**src/rtl/pipe_hazard_ctrl.sv**
```systemverilog
// Hazard and stall controller for the 5-stage scalar pipeline.
// Drives hold/flush/redirect controls for the PC and inter-stage registers,
// tracks multi-cycle memory waits with a sticky timeout error, and keeps
// saturating stall/flush performance counters.
module pipe_hazard_ctrl #(
  parameter int unsigned REGI_CONT   = 4,
  parameter int unsigned CNT_WIDTH   = 16,
  parameter int unsigned MEM_TIMEOUT = 255
) (
  input  logic                 clk_i,
  input  logic                 rst_i,
  input  logic [REGI_CONT-1:0] id_rs1_i,
  input  logic [REGI_CONT-1:0] id_rs2_i,
  input  logic                 id_rs1_used_i,
  input  logic                 id_rs2_used_i,
  input  logic [REGI_CONT-1:0] ex_rd_i,
  input  logic                 ex_is_load_i,
  input  logic                 ex_branch_taken_i,
  input  logic                 mem_req_i,
  input  logic                 mem_ack_i,
  output logic                 pc_hold_o,
  output logic                 ifid_hold_o,
  output logic                 idex_hold_o,
  output logic                 exmem_hold_o,
  output logic                 ifid_flush_o,
  output logic                 idex_flush_o,
  output logic                 memwb_flush_o,
  output logic                 pc_redirect_o,
  output logic                 busy_o,
  output logic                 mem_err_o,
  output logic [CNT_WIDTH-1:0] stall_cnt_o,
  output logic [CNT_WIDTH-1:0] flush_cnt_o
);

  localparam int unsigned WAIT_W = (MEM_TIMEOUT < 1) ? 1 : $clog2(MEM_TIMEOUT + 1);

  typedef enum logic {
    RUN      = 1'b0,
    MEM_WAIT = 1'b1
  } state_t;

  state_t            state_q, state_d;
  logic [WAIT_W-1:0] wait_cnt_q;
  logic              mem_stall;
  logic              load_use;

  assign mem_stall = mem_req_i & ~mem_ack_i;

  // r0 is hardwired zero, so a load targeting it never creates a dependency
  assign load_use = ex_is_load_i && (ex_rd_i != '0) &&
                    ((id_rs1_used_i && (id_rs1_i == ex_rd_i)) ||
                     (id_rs2_used_i && (id_rs2_i == ex_rd_i)));

  assign busy_o = (state_q == MEM_WAIT);

  // State register
  always_ff @(posedge clk_i) begin
    if (rst_i) state_q <= RUN;
    else       state_q <= state_d;
  end

  // Next-state and control outputs; freeze has priority, then branch, then load-use
  always_comb begin
    state_d       = state_q;
    pc_hold_o     = 1'b0;
    ifid_hold_o   = 1'b0;
    idex_hold_o   = 1'b0;
    exmem_hold_o  = 1'b0;
    ifid_flush_o  = 1'b0;
    idex_flush_o  = 1'b0;
    memwb_flush_o = 1'b0;
    pc_redirect_o = 1'b0;
    if (!rst_i) begin
      if ((state_q == RUN && mem_stall) || (state_q == MEM_WAIT && !mem_ack_i)) begin
        pc_hold_o     = 1'b1;
        ifid_hold_o   = 1'b1;
        idex_hold_o   = 1'b1;
        exmem_hold_o  = 1'b1;
        memwb_flush_o = 1'b1;
        state_d       = MEM_WAIT;
      end else begin
        // Ack cycle in MEM_WAIT behaves like RUN without a memory stall
        state_d = RUN;
        if (ex_branch_taken_i) begin
          pc_redirect_o = 1'b1;
          ifid_flush_o  = 1'b1;
          idex_flush_o  = 1'b1;
        end else if (load_use) begin
          pc_hold_o    = 1'b1;
          ifid_hold_o  = 1'b1;
          idex_flush_o = 1'b1;
        end
      end
    end
  end

  // Wait-cycle counter, saturating at the timeout so it never wraps
  always_ff @(posedge clk_i) begin
    if (rst_i) begin
      wait_cnt_q <= '0;
    end else if (state_q == MEM_WAIT && !mem_ack_i) begin
      if (wait_cnt_q != WAIT_W'(MEM_TIMEOUT)) wait_cnt_q <= wait_cnt_q + 1'b1;
    end else begin
      wait_cnt_q <= '0;
    end
  end

  // Sticky timeout error
  always_ff @(posedge clk_i) begin
    if (rst_i)                                                         mem_err_o <= 1'b0;
    else if (state_q == MEM_WAIT && wait_cnt_q == WAIT_W'(MEM_TIMEOUT)) mem_err_o <= 1'b1;
  end

  // Saturating performance counters
  always_ff @(posedge clk_i) begin
    if (rst_i) begin
      stall_cnt_o <= '0;
      flush_cnt_o <= '0;
    end else begin
      if (pc_hold_o && stall_cnt_o != '1)     stall_cnt_o <= stall_cnt_o + 1'b1;
      if (pc_redirect_o && flush_cnt_o != '1) flush_cnt_o <= flush_cnt_o + 1'b1;
    end
  end

endmodule
```
**config.mk**
```make
export PLATFORM = sky130hd
export DESIGN_NAME = pipe_hazard_ctrl
export DESIGN_NICKNAME = d
export VERILOG_FILES = /design/src/rtl/pipe_hazard_ctrl.sv
export SDC_FILE = /design/constraint.sdc
export NUM_CORES = 1
export LEC_CHECK = 0
export CAP_MARGIN = 30
export CORE_MARGIN = 5
export CORE_UTILIZATION = 38
export CTS_BUF_LIST = sky130_fd_sc_hd__clkbuf_8
export CTS_CLUSTER_DIAMETER = 40
export DETAILED_ROUTE_END_ITERATION = 12
export GPL_ROUTABILITY_DRIVEN = 0
export HOLD_SLACK_MARGIN = 0.1
export PLACE_DENSITY = 0.66
export SYNTH_ARGS = -nofsm -noshare
export SYNTH_HDL_FRONTEND = slang
export SYNTH_SLANG_ARGS = --single-unit
```
**constraint.sdc**
```tcl
create_clock -name clk_i -period 8.4 [get_ports clk_i]
set_input_delay 2.52 -clock clk_i [delete_from_list [all_inputs] [get_ports clk_i]]
set_output_delay 2.52 -clock clk_i [all_outputs]
set_load 0.05 [all_outputs]
```
Yosys cells after proc, flatten, opt, wreduce, memory -nomap -nowiden
Cells that the tools add are included.

storage, ports and cells
  register bits after elaboration = 42
  bits of input ports = 20
  output and inout bits = 42

operators by class
  add/subtract/negate cells = 3
  equal/unequal tests = 6
  mux-type cells = 12
  bitwise operators = 4
  reduce and logical (&&, ||, !) cells = 14

operator list
  cell                                            count
  adder 16 x 1 -> 16 bit (second input constant)  2
  != test 16 bit (second input constant)          2
  two-way mux 1 bit                               12
  logical AND 1 bit                               9
  adder 8 x 1 -> 8 bit (second input constant)    1
  == test 4 bit                                   2
  == test 8 bit (second input constant)           1
  != test 8 bit (second input constant)           1
  nonzero test 4 bit                              1
  inverter 1 bit                                  3
  logical OR 1 bit                                2
  OR reduction 2 bit                              1
  AND 1 bit                                       1
  logical NOT 1 bit                               1

Logic depth before layout (Yosys ltp)
Gate-level depths: netlist (run 1).

  depth in word-level cells = 9
  depth in mapped cells = 7
  mapped depth without buffers = 7

Worst setup path after synthesis (run 1)
Ideal clock, no wire load.

  kind = input to output
  from = in mem_req_i
  to = out idex_flush_o
  data arrival time = 4680 ps
  required time = 5880 ps
  slack = 1200 ps
  stages = 3
  buffers on the path = 0
  cell sequence = o21ba_1 -> nor3_1 -> o21bai_1

on the way
  word-level cells in the longest chain between the ends = 5

RTL lines
  item               line  RTL
  start, declared    19    input logic mem_req_i,
  AND 1 bit          47    assign mem_stall = mem_req_i & ~mem_ack_i;
  logical AND 1 bit  74    if ((state_q == RUN && mem_stall) || (state_q == MEM_WAIT && !mem_ack_i)) begin
  logical OR 1 bit   74
  two-way mux 1 bit  74
  two-way mux 1 bit  73    if (!rst_i) begin
  end, declared      26    output logic idex_flush_o,

No other way between the ends.

Final worst setup path (run 1)
  from = in ex_rd_i[0]
  to = out ifid_hold_o

on the way
  word-level cells in the longest chain between the ends = 8
  elaborated cells between the ends (all ways) = 12

RTL lines
  item                                         line    RTL
  start, declared                              16      input logic [REGI_CONT-1:0] ex_rd_i,
  == test 4 bit, on equally long branches      51, 52
  logical AND 1 bit, on equally long branches  51, 52
  logical OR 1 bit                             51      ((id_rs1_used_i && (id_rs1_i == ex_rd_i)) ||
  logical AND 1 bit (*)                        50      assign load_use = ex_is_load_i && (ex_rd_i != '0) &&
  two-way mux 1 bit (*)                        88      end else if (load_use) begin
  two-way mux 1 bit (*)                        84      if (ex_branch_taken_i) begin
  two-way mux 1 bit (*)                        74
  two-way mux 1 bit (*)                        73
  end, declared                                22      output logic ifid_hold_o,

Every way passes the cells marked *; elsewhere a longest branch is shown, timed or not.

==> out/results.tsv, run 1 <==
metric	value	unit
slowest_stage	clkdlybuf4s50_1	
drt_iter0_drc	158	
final_cell_mix	58 x clkdlybuf4s50_1, 42 x dfxtp_1, 41 x nor2_1	
synthFlopType	dfxtp_1	
critPathMaxFanout	7	
status	complete, no violations	
nFillCells	572	
grt_util_met3	3.406	%
synth_nets	295	
end_kind	output pin	
placement.setup.worst_slack	0.7845	ns
netlist_instances	272	
io_pins	62	
grt_pass1_vias	2033	
grt_antenna_before_repair	0	
final_common_cell	clkdlybuf4s50_1	
routed_via_density	5.179	
cts.htree.levels	2	
power_leakage	1.076	nW
p_per_area	134.1	mW/mm^2
clk_pin_slew	0.08	ns
dp_cells	400	
switching_power	99.16	uW
max-vdd-ir-drop	70.02	uV
grt_overflow	0	
rsz0062_at_grt	false	
root_buffer	clkbuf_8	
p_clk_share	39.6	%
clk_latency	0.29	ns
syn2layout_area_growth	33.59	%
max-cap-violations	0	
post_cts_resized	0	
ys_types	43	
synth_top_cell_area_share	37.00	%
setup_viol	0	
crit_chain	clkdlybuf4s50_1 -> or4_1 -> and3_1 -> and4_1 -> o21ai_2 -> nand2_1 -> clkdlybuf4s50_1	
grt_max_degree	40	
drive_above_1_share	5.405	%
p_int	308.0	uW
ant_nets	0	
clock_path_buffers	2	
combPwrFrac	10.7	%
grt_use_met2	24.38	%
cp_data_required_time	5.88	ns
syn_area	0.002272	mm^2
finClkSkew	0.006845	ns
grtUsageMet1	19.82	%
clock_sinks	42	
start_util	38.84	%
grt_pass1_wl	9.321	mm
drt-wirelength-per-cell	13.38	um
core_area	0.005851	mm^2
totalNegativeSetupSlack	0	ns
yosys_warnings	0	
clock.fmax	0.1315	GHz
critPathKind	primary input to output pin	
synth_top_area_cell	dfxtp_1	
hold_viol_final	0	
crit_start	ex_rd_i[0]	
period_share	90.56	%
multi_input_area	0.001355	mm^2
fin_nets	355	
drc_errors	0	
synth-async-reset-ratio	0	%
crit_top_cell	clkdlybuf4s50_1	
register_area	840.8	um^2
yosysSeqAreaShare	37.00	%
die_w	87.33	um
fin_cells	408	
dr_total_vias	2113	
die_h	87.33	um
cts_tree	done	
ys_top_cells_by_area	dfxtp_1 37%, nor2_1 6.8%, xor2_1 5.8%	
worstMarginPinSlew	0.5292	ns
grt_usage	14.93	%
wirelength	5.459	mm
postLayoutSetupSlackWorst	0.7930	ns
start_kind	primary input	
die_area	0.007626	mm^2
synth_area_per_cell	8.354	um^2
firstDrtPassIters	4	
power_frac_seq	49.6	%
rows	28	
cp_slowest_stage_delay	0.73	ns
hold_class	flip-flop to flip-flop	
ctsHoldBuffers	0	
worstPathArrival	5.09	ns
swShare	24.36	%
slew_headroom	64.61	%
diodes	0	
io_buffers	61	
synth-edff-count	0	
ys_seq_elements	42	
finalCriticalPeriod	7.607	ns
cts_buffers	5	
min_from	mem_err_o	
top_usage_layer	met2	
timing.rr.start	flush_cnt_o[0]	
cts_setup_buffers	0	
drv_slew	0	
hpwl	4.132	mm
critical path: cells and delay by family:
kind            cells  cell delay, ns
compound gates      1            0.24
buf+inv             2            1.20
simple gates        4            1.14
synthesized netlist by cell type (all sizes together) (8+ instances only):
cell type and number:
a21oi 10, and3 10, dfxtp 42, nand2 26, nand3 16, nand4 12, nor2 41, nor2b 8
nor3 8, xnor2 10, xor2 15
flip-flops by register name (all words and copies together), names as in the netlist:
signal	cells
stall_cnt_o	16
flush_cnt_o	16
mem_err_o	1
wait_cnt_q	8
busy_o	1
power by group through the flow:
stage	clock, mW	sequential (mW)	combinational, mW
2_1_floorplan	0	0.211	0.0211
3_3_place_gp	0	0.207	0.0438
3_5_place_dp	0	0.207	0.0440
4_1_cts	0.166	0.202	0.0442
5_1_grt	0.175	0.203	0.0473
6_report	0.161	0.202	0.0437
logic make-up (layout without fill, tap and decap cells):
group	count (synthesis)	after routing	synth area share, %
buf+inv	14	75	3.358
simple gates	136	136	29.68
compound gates	40	40	13.00
flops	42	42	37.00
mux	12	12	5.672
fa+ha+maj	3	3	1.652
xor+xnor	25	25	9.637
final timing paths:
| kind | to | slack [ns] | cells after the start |
|---|---|---|---|
| setup reg to reg | flush_cnt_o[6] | 6.20 | 7 |
| setup / recovery | ifid_hold_o | 0.79 | 7 |
| hold reg to reg | mem_err_o | 0.47 | 2 |
| hold / removal | mem_err_o | 0.47 | 2 |
metrics by stage:
| step | utilization, % | cell area, um^2 | hold slack, ns | power [mW] |
|---|---|---|---|---|
| finish | 51.88 | 3035 | 0.4729 | 0.4071 |
| global route | 51.88 | 3035 | 0.5355 | 0.4244 |
| CTS | 51.88 | 3035 | 0.4791 | 0.4126 |
| detailed placement | 49.96 | 2923 | 0.4590 | 0.2508 |
| global placement | 49.96 | 2923 | 0.4454 | 0.2505 |
| floorplan | - | 2272 | 0.4607 | 0.2319 |
area by class of cell:
class	count	area share (%)
multi-input cells	216	44.64
flip-flops and latches	42	27.70
repair buffers	63	20.36
well taps	75	3.092
clock buffers	5	2.267
clock inverters	3	1.443
inverters	4	0.4946
layer usage:
metal | wire length, um | vias to the layer above
met4 | 45 | 0
met1 | 2623 | 966
met2 | 2497 | 47
met5 | 0 | -
li1 | - | 1095
met3 | 292 | 5
No activity file was read; power rests on OpenSTA's default activity.
==> run 2: changes to the inputs <==
--- a/config.mk
+++ b/config.mk
@@ -6,14 +6,13 @@
 export NUM_CORES = 1
 export LEC_CHECK = 0
 export CAP_MARGIN = 30
-export CORE_MARGIN = 5
-export CORE_UTILIZATION = 38
+export CORE_UTILIZATION = 54
 export CTS_BUF_LIST = sky130_fd_sc_hd__clkbuf_8
 export CTS_CLUSTER_DIAMETER = 40
 export DETAILED_ROUTE_END_ITERATION = 12
 export GPL_ROUTABILITY_DRIVEN = 0
 export HOLD_SLACK_MARGIN = 0.1
-export PLACE_DENSITY = 0.66
+export PLACE_DENSITY = 0.89
 export SYNTH_ARGS = -nofsm -noshare
 export SYNTH_HDL_FRONTEND = slang
 export SYNTH_SLANG_ARGS = --single-unit
==> run 2 against run 1 <==
Register-to-register slack better by 0.02 ns. Clock power is 19% lower. Die area decreased by 41%. Routed wire length decreased by 2.3%. Setup slack better by 0.020 ns. Final area is 1.6% lower. Clock skew down 0.0013 ns. Count of clock-buffer cells in the layout unchanged. First-iteration DRC count is 3.2% higher. Cell count fell by 6.1%. Total power down 7.7%. Largest power group unchanged.
==> out/results.tsv, run 2 (synthesis results as in run 1) <==
metric	value	unit
postLayoutSetupSlackWorst	0.8128	ns
rsz0062_at_grt	false	
fin_cells	383	
post_cts_resized	0	
nFillCells	303	
critPathBufInv	2	
clock_path_buffers	2	
start_kind	primary input	
critPathMaxFanout	7	
rows	23	
totalNegativeSetupSlack	0	ns
cp.depth	7	
dp_cells	375	
drc_errors	0	
wirelength	5.334	mm
cts_buffers	5	
grt_pass1_wl	8.811	mm
root_buffer	clkbuf_8	
p_per_area	125.9	mW/mm^2
power_leakage	1.058	nW
routed_via_density	5.715	
grt_max_degree	40	
die_w	66.87	um
ctsHoldBuffers	0	
final_area	0.002987	mm^2
clk_latency	0.29	ns
max-vdd-ir-drop	88.26	uV
io_pins	62	
end_kind	output pin	
placed_area	0.002897	mm^2
dr_total_vias	2189	
diodes	0	
rr_worst_depth	7	
final_common_cell	clkdlybuf4s50_1	
clk_pin_slew	0.08	ns
finClkSkew	0.005544	ns
hold_class	flip-flop to flip-flop	
grt_antenna_before_repair	0	
placement.setup.worst_slack	0.8019	ns
cts_tree	done	
clock_sinks	42	
cpLargestDelayFamily	buffers and inverters	
die_h	66.87	um
whs	0.4803	ns
cts.htree.levels	2	
power.total	375.9	uW
hold_viol_final	0	
critPathKind	primary input to output pin	
drt-wirelength-per-cell	13.93	um
final_cell_mix	60 x clkdlybuf4s50_1, 42 x dfxtp_1, 41 x nor2_1	
status	complete, no violations	
worstPathArrival	5.07	ns
grt_pass1_vias	1995	
crit_chain	clkdlybuf4s50_1 -> or4_1 -> and3_1 -> and4_1 -> o21ai_2 -> nand2_1 -> clkdlybuf4s50_1	
ant_nets	0	
drv_slew	0	
cp_data_required_time	5.88	ns
firstDrtPassIters	4	
top_regs	flush_cnt_o x16, stall_cnt_o x16, wait_cnt_q x8	
cts_setup_buffers	0	
slew_headroom	63.83	%
grt_usage	25.94	%
io_buffers	61	
die_area	0.004471	mm^2
hpwl	3.988	mm
clock.fmax	0.1318	GHz
r2r_slack	6.22	ns
min_path_cells	2	
core_area	0.004029	mm^2
crit_top_cell	clkdlybuf4s50_1	
slowest_stage	clkdlybuf4s50_1	
setup_viol	0	
drive_above_1_share	4.805	%
syn2layout_area_growth	31.44	%
grt_overflow	0	
cp_slowest_stage_delay	0.73	ns
worstMarginPinSlew	0.5409	ns
finalCriticalPeriod	7.587	ns
drt_iter0_drc	163	
max-cap-violations	0	
period_share	90.32	%
final_core_util	74.13	%
start_util	56.40	%
fin_nets	355	
## run 2: changes by cell type in the layout (fill, tap and decap cells not counted)
cell | previous run | this run
clkdlybuf4s50_1 | 58 | 60
bufinv_16 | 1 | 0
clkinvlp_4 | 0 | 1
clkinv_4 | 0 | 1
buf_4 | 5 | 3
inv_6 | 1 | 0
## run 2: final timing paths
kind,startpoint,to
setup / recovery,ex_rd_i[0],ifid_hold_o
hold / removal,mem_err_o,mem_err_o
setup reg to reg,flush_cnt_o[0],flush_cnt_o[6]
hold reg to reg,mem_err_o,mem_err_o
## run 2: worst register-to-register path, cell delays in order (launching register included)
cell and delay, ns:
dfxtp_1 0.42, ha_1 0.24, nand4_1 0.15, or4_1 0.55, and3_1 0.28, and3_1 0.22, xnor2_1 0.14, nor2_1 0.05
## run 2: per-layer routing
metal / global-route usage [%] / up-vias / part of all wire (%)
met5: 0 / - / 0
met4: 12.50 / 0 / 1.7
li1: - / 1091 / -
met2: 42.68 / 67 / 49
met3: 4.623 / 10 / 4.2
met1: 32.36 / 1021 / 45
## run 2: cell type report
type | count | area, um^2 | share of cell area [%]
well taps | 50 | 62.56 | 2.095
multi-input cells | 216 | 1355 | 45.37
clock inverters | 3 | 21.27 | 0.7122
flip-flops and latches | 42 | 840.8 | 28.15
inverters | 4 | 15.01 | 0.5027
clock buffers | 5 | 68.82 | 2.304
repair buffers | 63 | 623.1 | 20.86
## run 2: where the power goes
| group | switching, mW | internal [mW] |
|---|---|---|
| sequential | 0.00175 | 0.200 |
| combinational | 0.0250 | 0.0188 |
| clock | 0.0717 | 0.0584 |
==> run 3: changes to the inputs <==
--- a/config.mk
+++ b/config.mk
@@ -8,11 +8,12 @@
 export CAP_MARGIN = 30
 export CORE_UTILIZATION = 54
 export CTS_BUF_LIST = sky130_fd_sc_hd__clkbuf_8
-export CTS_CLUSTER_DIAMETER = 40
+export CTS_CLUSTER_DIAMETER = 80
 export DETAILED_ROUTE_END_ITERATION = 12
 export GPL_ROUTABILITY_DRIVEN = 0
 export HOLD_SLACK_MARGIN = 0.1
 export PLACE_DENSITY = 0.89
+export SLEW_MARGIN = 20
 export SYNTH_ARGS = -nofsm -noshare
 export SYNTH_HDL_FRONTEND = slang
 export SYNTH_SLANG_ARGS = --single-unit
==> results of run 3 <==
No change in the layout: final DEF, timing and power equal those of run 2.
